File: src/rtl/upsample_window_gen.sv
// Streaming 2x2 window former: raster-order pixels in, overlapping windows out,
// each tagged with an edge/corner position code for the bilinear upsampler.
module upsample_window_gen #(
  parameter int length = 16,
  parameter int img_w  = 8,
  parameter int img_h  = 8
) (
  input  logic              clk,
  input  logic              rst,
  input  logic              in_valid,
  output logic              in_ready,
  input  logic [length-1:0] in_data,
  output logic              out_valid,
  input  logic              out_ready,
  output logic [length-1:0] a,
  output logic [length-1:0] b,
  output logic [length-1:0] c,
  output logic [length-1:0] d,
  output logic [3:0]        write_mode,
  output logic              out_last
);

  localparam int cw = (img_w > 1) ? $clog2(img_w) : 1;
  localparam int rw = (img_h > 1) ? $clog2(img_h) : 1;
  localparam logic [cw-1:0] last_col = cw'(img_w - 1);
  localparam logic [rw-1:0] last_row = rw'(img_h - 1);

  logic [cw-1:0]     col_reg, col_next;
  logic [rw-1:0]     row_reg, row_next;
  logic [length-1:0] line_mem [img_w];
  logic [length-1:0] top_rd_reg;
  logic [length-1:0] top_prev_reg;
  logic [length-1:0] pix_prev_reg;
  logic [cw-1:0]     rd_addr;
  logic              accept;
  logic              win_valid;
  logic [3:0]        mode_next;
  logic              last_next;

  assign in_ready = !out_valid || out_ready;
  assign accept   = in_valid && in_ready;

  always_comb begin
    col_next = col_reg;
    row_next = row_reg;
    if (accept) begin
      if (col_reg == last_col) begin
        col_next = '0;
        row_next = (row_reg == last_row) ? '0 : row_reg + 1'b1;
      end else begin
        col_next = col_reg + 1'b1;
      end
    end
  end

  // Window (row-1, col-1) completes when pixel (row, col) arrives; the
  // position code is decoded from the completing pixel's coordinates.
  always_comb begin
    win_valid = accept && (row_reg != '0) && (col_reg != '0);
    last_next = (row_reg == last_row) && (col_reg == last_col);
    mode_next = 4'b0001;
    if (row_reg == rw'(1)) begin
      if (col_reg == cw'(1))          mode_next = 4'b1000;
      else if (col_reg == last_col)   mode_next = 4'b0110;
      else                            mode_next = 4'b0111;
    end else if (col_reg == cw'(1)) begin
      mode_next = (row_reg == last_row) ? 4'b0010 : 4'b0101;
    end else if (last_next) begin
      mode_next = 4'b0000;
    end
  end

  // The read port is pre-addressed with the column the next pixel will land
  // on, so top_rd_reg always holds the previous row's pixel above it. The
  // write (col) and read (col_next) addresses differ whenever a write occurs.
  assign rd_addr = rst ? '0 : col_next;

  always_ff @(posedge clk) begin
    if (accept && !rst) line_mem[col_reg] <= in_data;
    top_rd_reg <= line_mem[rd_addr];
  end

  always_ff @(posedge clk) begin
    if (rst) begin
      col_reg      <= '0;
      row_reg      <= '0;
      top_prev_reg <= '0;
      pix_prev_reg <= '0;
      out_valid    <= 1'b0;
      out_last     <= 1'b0;
      a            <= '0;
      b            <= '0;
      c            <= '0;
      d            <= '0;
      write_mode   <= 4'b0000;
    end else begin
      col_reg <= col_next;
      row_reg <= row_next;
      if (accept) begin
        pix_prev_reg <= in_data;
        top_prev_reg <= top_rd_reg;
      end
      if (win_valid) begin
        out_valid  <= 1'b1;
        a          <= top_prev_reg;
        b          <= top_rd_reg;
        c          <= pix_prev_reg;
        d          <= in_data;
        write_mode <= mode_next;
        out_last   <= last_next;
      end else if (out_ready) begin
        out_valid <= 1'b0;
        out_last  <= 1'b0;
      end
    end
  end

endmodule
File: config.mk
export PLATFORM = sky130hd
export DESIGN_NAME = upsample_window_gen
export DESIGN_NICKNAME = d
export VERILOG_FILES = /design/src/rtl/upsample_window_gen.sv
export SDC_FILE = /design/constraint.sdc
export NUM_CORES = 1
export LEC_CHECK = 0
export ABC_CLOCK_PERIOD_IN_PS = 5670
export CAP_MARGIN = 0
export CORE_MARGIN = 2
export CORE_UTILIZATION = 67
export DETAILED_ROUTE_END_ITERATION = 6
export DONT_BUFFER_PORTS = 1
export HOLD_SLACK_MARGIN = 0.1
export MAX_ROUTING_LAYER = met4
export PLACE_DENSITY = 0.79
export SLEW_MARGIN = 10
export SYNTH_ARGS = -nofsm -noshare
export SYNTH_HDL_FRONTEND = slang
export SYNTH_SLANG_ARGS = --single-unit
File: constraint.sdc
create_clock -name clk -period 5.67 [get_ports clk]
set_input_delay 0.567 -clock clk [delete_from_list [all_inputs] [get_ports clk]]
set_output_delay 0.567 -clock clk [all_outputs]
set_load 0.02 [all_outputs]
==> metrics.txt, run 1 <==
status=finished, final reports clean; Die Wd=roughly 120 um; Clock Skew=around 0.015 ns; overall routing resource usage=between 20% and 30%; ranking of synthesized cells by area=edfxtp_1, dfxtp_1, nand2_1, a21oi_1, mux4_2; initial antenna violation count=0; met2 GRT Util=about half; Pleak=approximately 3.4 nW; Mapped Cells=around 810; H-tree Lvls=1; drt drc=0; CTS buffer count=24; R2R Setup Slk=2.16 ns; grt ovf=0; fraction of synthesis flops using an asynchronous set or reset pin=0%; cells along the critical path=nor2b_1 > clkinv_1 > nand2_1 > buf_4 > a21boi_0 > inv_1 > o211ai_1 > o22ai_1 > a211oi_1; multi-input logic area=roughly 2900 um2; fillcell total=roughly 900; post-synth cell types=42; clk slew on worst S/H paths=~0.06 ns; postcts setup bufs=0; setup_tns=0 ns; Largest register FFs=around 130; top cells by instance count after synthesis=nand2_1, edfxtp_1, a21oi_1, dfxtp_1, clkbuf_1; crit-path max FO=39; element type at the critical path start=flop; main flop type after synthesis=edfxtp_1; Biggest register=line_mem; TritonCTS clock tree=built; Mapped Nets=839; Register Area=~6300 um2; Setup CP Type=reg2reg; routed vias/inst=6.36; Avg WL per Cell=around 21 um; Sink Count=between 200 and 300; post-synthesis sequential area ratio=between 60% and 70%; fin crit share=61.9%; Power, Total=about 3.6 mW; crit path DAT=roughly 3.9 ns; Clock Latency Late Sink=0.51 ns; Worst Setup EP=top_rd_reg[13]; Worst VDD drop=a little over 0.0003 V; layout cells sized above 1=9.90%; final wirelength=~21,000 um; critical path capture point type=flop; global-route met1 utilization=35.0%; Worst-Margin Slew=1.06 ns; worst reg-to-reg path cell count=9; endpoints failing setup=0; via count=around 6,300; Post-synth EDFFs=128; top-count cell post-synth=nand2_1; Avg Cell Area, Syn=between 10 and 15 um2; input/output buffers=0; drt first pass iters=5; worst reg2reg path endpoint=top_rd_reg[13]; Yosys reg bits=between 200 and 300; Routability Congestion=roughly 0.93; Initial Utilization=around two thirds; DP Wirelength=around 13,000 um; YS warnings=0; fmax=between 200 and 300 MHz; first-pass GRT wire length=roughly 33,000 um; final antenna-violating net count=0; critical path depth=9; CTS resizes=0; GR peak layer=met2; root buffer cell=clkbuf_16; CP startpoint=out_valid; Max Slew Vio Count=0; die span in y=~120 um; slowest stage delay, CP=0.50 ns; synthesized area=roughly 9400 um2; Fin. Hold Viols=0; First DRT Iteration DRCs=670; max cap viols=0; PD cells=355 nW/um2; met3 Resource Use GR=~5.9%; critical path's top delay family=buffers and inverters; largest net degree at the start of global routing=between 100 and 150; # nets final=819; Die ar.=roughly 15,000 um2; # diodes=0; RR Startpoint=out_valid; Area Overhead vs Synth=9.25%; area leader, netlist=edfxtp_1; CTS Buffer Depth=3; type of the most critical hold path=in2reg; number of I/O pins=slightly above 90; vias in the first global route=around 6,300; # rows=43; Tmin final=3.51 ns; Worst Path Required=between 6 and 7 ns; CP max stage cell=inv_1; Synth top area share=~41%; hold_buf cts=0; RSZ-0062 raised after global routing=false; Slew headroom=between 20% and 30%; crit path buf inv count=3; core area=13,800 um2
[stage by stage]
step	utilization, %	cells	worst slack [ns]	cell area (um2)	hold slack [ns]
after floorplan	-	811	2.17	9390	0.432
after global placement	69.2	945	2.14	9530	0.435
after detailed placement	69.2	945	2.00	9530	0.443
after CTS	74.5	988	2.06	10300	0.126
after global routing	74.5	988	1.93	10300	0.132
final	74.5	988	2.16	10300	0.154
[cells in the final DEF (no fill, tap or decap), types with 2 or more instances in the layout]
| master | count |
|---|---|
| nand3_1 | 6 |
| nor2_2 | 3 |
| nor2b_1 | 8 |
| nand4_1 | 2 |
| a21oi_2 | 2 |
| inv_1 | 10 |
| mux2_1 | 7 |
| mux2_2 | 11 |
| nor3_1 | 2 |
| nor2_1 | 6 |
| o211ai_1 | 3 |
| a211oi_1 | 2 |
| mux4_2 | 14 |
| clkinv_1 | 3 |
| nor3_4 | 3 |
| o21ai_0 | 4 |
| clkbuf_16 | 25 |
| a21oi_1 | 122 |
| a32oi_1 | 30 |
| buf_4 | 8 |
| clkbuf_1 | 10 |
| nor4_2 | 3 |
| mux2i_1 | 4 |
| ha_1 | 8 |
| clkinv_2 | 5 |
| edfxtp_1 | 128 |
| or4_1 | 2 |
| nand2_1 | 235 |
| dfxtp_1 | 124 |
[area by class of cell]
class	count	share of cell area [%]
well taps	180	2.20
clock inverters	8	0.610
repair buffers	8	0.585
inverters	12	0.439
flip-flops and latches	252	61.7
multi-input cells	493	28.0
clock buffers	35	6.46
[power by group]
part           internal [mW]  total [mW]  switching [mW]
registers               1.96        1.99          0.0335
clock network          0.855        1.49           0.631
logic                 0.0666       0.164          0.0972
total                   2.88        3.64           0.761
[metal layers]
layer	up-vias	wire length [um]
li1	2846	-
met5	-	0
met1	3071	7920
met4	0	735
met3	65	1830
met2	302	10700
[worst min path at each step]
stage                     from  slack (ns)              end  depth (start not counted)
2_1_floorplan    top_rd_reg[0]        0.43  top_prev_reg[0]                          2
3_3_place_gp   pix_prev_reg[4]        0.44             c[4]                          2
3_5_place_dp   top_prev_reg[0]        0.44  top_prev_reg[0]                          2
4_1_cts                    rst        0.13  pix_prev_reg[3]                          1
5_1_grt                    rst        0.13             d[4]                          1
6_report           in_data[14]        0.15  line_mem[4][14]                          0
[kinds of logic after synthesis]
kind of cell               Yosys count  synth area share, %
muxes                               36                 5.94
buffers and inverters               66                 3.00
and+or+nand+nor                    276                 11.8
DFF                                252                 67.4
AOI/OAI and AO/OA                  173                 10.9
adders and majority gates            8                 1.07
No activity file was read; power rests on OpenSTA's default activity.
==> inputs of run 2 (changes only) <==
--- a/config.mk
+++ b/config.mk
@@ -5,15 +5,15 @@
 export SDC_FILE = /design/constraint.sdc
 export NUM_CORES = 1
 export LEC_CHECK = 0
-export ABC_CLOCK_PERIOD_IN_PS = 5670
+export ABC_CLOCK_PERIOD_IN_PS = 3200
 export CAP_MARGIN = 0
 export CORE_MARGIN = 2
-export CORE_UTILIZATION = 67
+export CORE_UTILIZATION = 56
 export DETAILED_ROUTE_END_ITERATION = 6
 export DONT_BUFFER_PORTS = 1
 export HOLD_SLACK_MARGIN = 0.1
 export MAX_ROUTING_LAYER = met4
-export PLACE_DENSITY = 0.79
+export PLACE_DENSITY = 0.7
 export SLEW_MARGIN = 10
 export SYNTH_ARGS = -nofsm -noshare
 export SYNTH_HDL_FRONTEND = slang
==> constraint.sdc (replaced) <==
create_clock -name clk -period 3.2 [get_ports clk]
set_input_delay 0.32 -clock clk [delete_from_list [all_inputs] [get_ports clk]]
set_output_delay 0.32 -clock clk [all_outputs]
set_load 0.02 [all_outputs]
==> run 2 against run 1 <==
Effect of this change: final area is 4.8% higher; count of clock-buffer cells in the layout rose by 7; core utilization decreased by 9.2 points; critical path depth is 1 lower; hold slack improved by 0.0020 ns; register-to-register slack got worse by 1.7 ns; die area grew 19%; clock skew fell by 0.0059 ns; total power grew 87%; sequential power grew 77%; via count shrank 0.35%; sequential cell count did not move; largest cell class unchanged.
==> metrics.txt, run 2 (synthesis gave the netlist of run 1 again) <==
via count=between 6,000 and 7,000; overall routing resource usage=25.2%; max cap viols=0; H-tree Lvls=1; die span in y=about 130 um; endpoints failing setup=0; layout cells sized above 1=12.5%; CTS buffer count=26; first-pass GRT wire length=roughly 34,000 um; RR Startpoint=out_valid; root buffer cell=clkbuf_16; Die Wd=133 um; input/output buffers=0; Tmin final=~2.7 ns; Worst Path Required=3.63 ns; Max Slew Vio Count=0; postcts setup bufs=0; vias in the first global route=between 6,000 and 7,000; final wirelength=roughly 22,000 um; Die ar.=17,800 um2; Setup WS post-layout=0.462 ns; Largest register FFs=about 130; Power, Total=roughly 6.8 mW; final antenna-violating net count=0; TritonCTS clock tree=built; worst reg-to-reg path cell count=8; Pleak=roughly 3.6 nW; element type at the critical path start=flop; fin crit share=85.6%; DP Wirelength=13,500 um; # rows=between 40 and 50; R2R Setup Slk=roughly 0.46 ns; commonest non-fill, non-tap cell in the layout=nand2_1; Fin. Hold Viols=0; commonest cells after routing, fill and taps aside=nand2_1, edfxtp_1, dfxtp_1; placed cell area=about 9700 um2; initial antenna violation count=3; crit-path max FO=just over 60; critical path capture point type=flop; RSZ-0062 raised after global routing=false; fin area=roughly 11,000 um2; core area=about 16,000 um2; worst reg2reg path endpoint=a[8]; grt ovf=0; routed vias/inst=~5.9; setup_tns=0 ns; Slew headroom=a little over a third; largest net degree at the start of global routing=between 100 and 150; crit path DAT=roughly 3.2 ns; final core utilization=between 60 and 70%; Routability Congestion=a little under 0.9; status=finished, final reports clean; Avg WL per Cell=between 20 and 25 um; Worst Setup EP=a[8]; Setup CP Type=reg2reg; fmax=between 300 and 400 MHz; clk slew on worst S/H paths=about 0.060 ns; CTS Buffer Depth=3; Clock Latency Late Sink=just over 0.5 ns; Clock Skew=~0.0093 ns; # nets final=856; Biggest register=line_mem; Sink Count=252; Worst VDD drop=~0.0005 V; pre-CTS setup slack=0.492 ns; Initial Utilization=~57%; drt drc=0; CP startpoint=out_valid; Area Overhead vs Synth=14.5%; Min-Delay Path Depth=3; Worst-Margin Slew=just under 1 ns; First DRT Iteration DRCs=between 500 and 600; PD cells=~630 nW/um2; drt first pass iters=7; type of the most critical hold path=in2reg; number of I/O pins=slightly above 90
-- run 2: cell type report --
class,count,area [um2]
timing repair buffer,43,423
tap,220,275
inverter,12,45.0
multi-input combinational,493,2840
clock buffer,42,818
sequential,252,6330
clock inverter,4,22.5
fill,1224,5710
antenna,3,7.51
-- run 2: worst min-delay path by stage --
stage / from / to
after floorplan: in_data[0] / line_mem[0][0]
after CTS: out_ready / out_valid
final: rst / top_rd_reg[13]
after detailed placement: rst / pix_prev_reg[4]
after global routing: rst / top_rd_reg[13]
after global placement: rst / d[1]
-- run 2: report_power, final --
group          switching [mW]  total (mW)  internal, mW
clock                    1.15        2.89          1.74
combinational           0.236       0.387         0.150
sequential             0.0511        3.52          3.47
-- run 2: routing by layer --
layer	global-route usage (%)	up-vias	share of wire, %	routed length (um)
met3	4.79	39	6.7	1450
li1	-	2935	-	-
met2	42.5	208	50	11000
met5	-	-	0	0
met1	30.9	3080	41	8910
met4	8.22	0	2.2	481
-- run 2: timing repair --
action	CTS	global route
hold endpoints to repair	248	0
hold buffers	18	0
gates resized for setup	0	0
-- run 2: through the flow --
| step | cells | hold slack (ns) |
|---|---|---|
| finish | 1069 | 0.156 |
| CTS | 1066 | 0.129 |
| floorplan | 811 | 0.419 |
| global route | 1069 | 0.147 |
| global placement | 1002 | 0.404 |
| detailed placement | 1002 | 0.412 |
-- run 2: worst max-delay path, stage by stage, from the launching register on --
cell	delay, ns
dfxtp_1	0.46
nor2b_1	0.38
clkinv_1	0.29
nand2_1	0.20
buf_4	0.40
or2_2	0.32
buf_12	0.27
nand2_1	0.12
a21oi_1	0.17
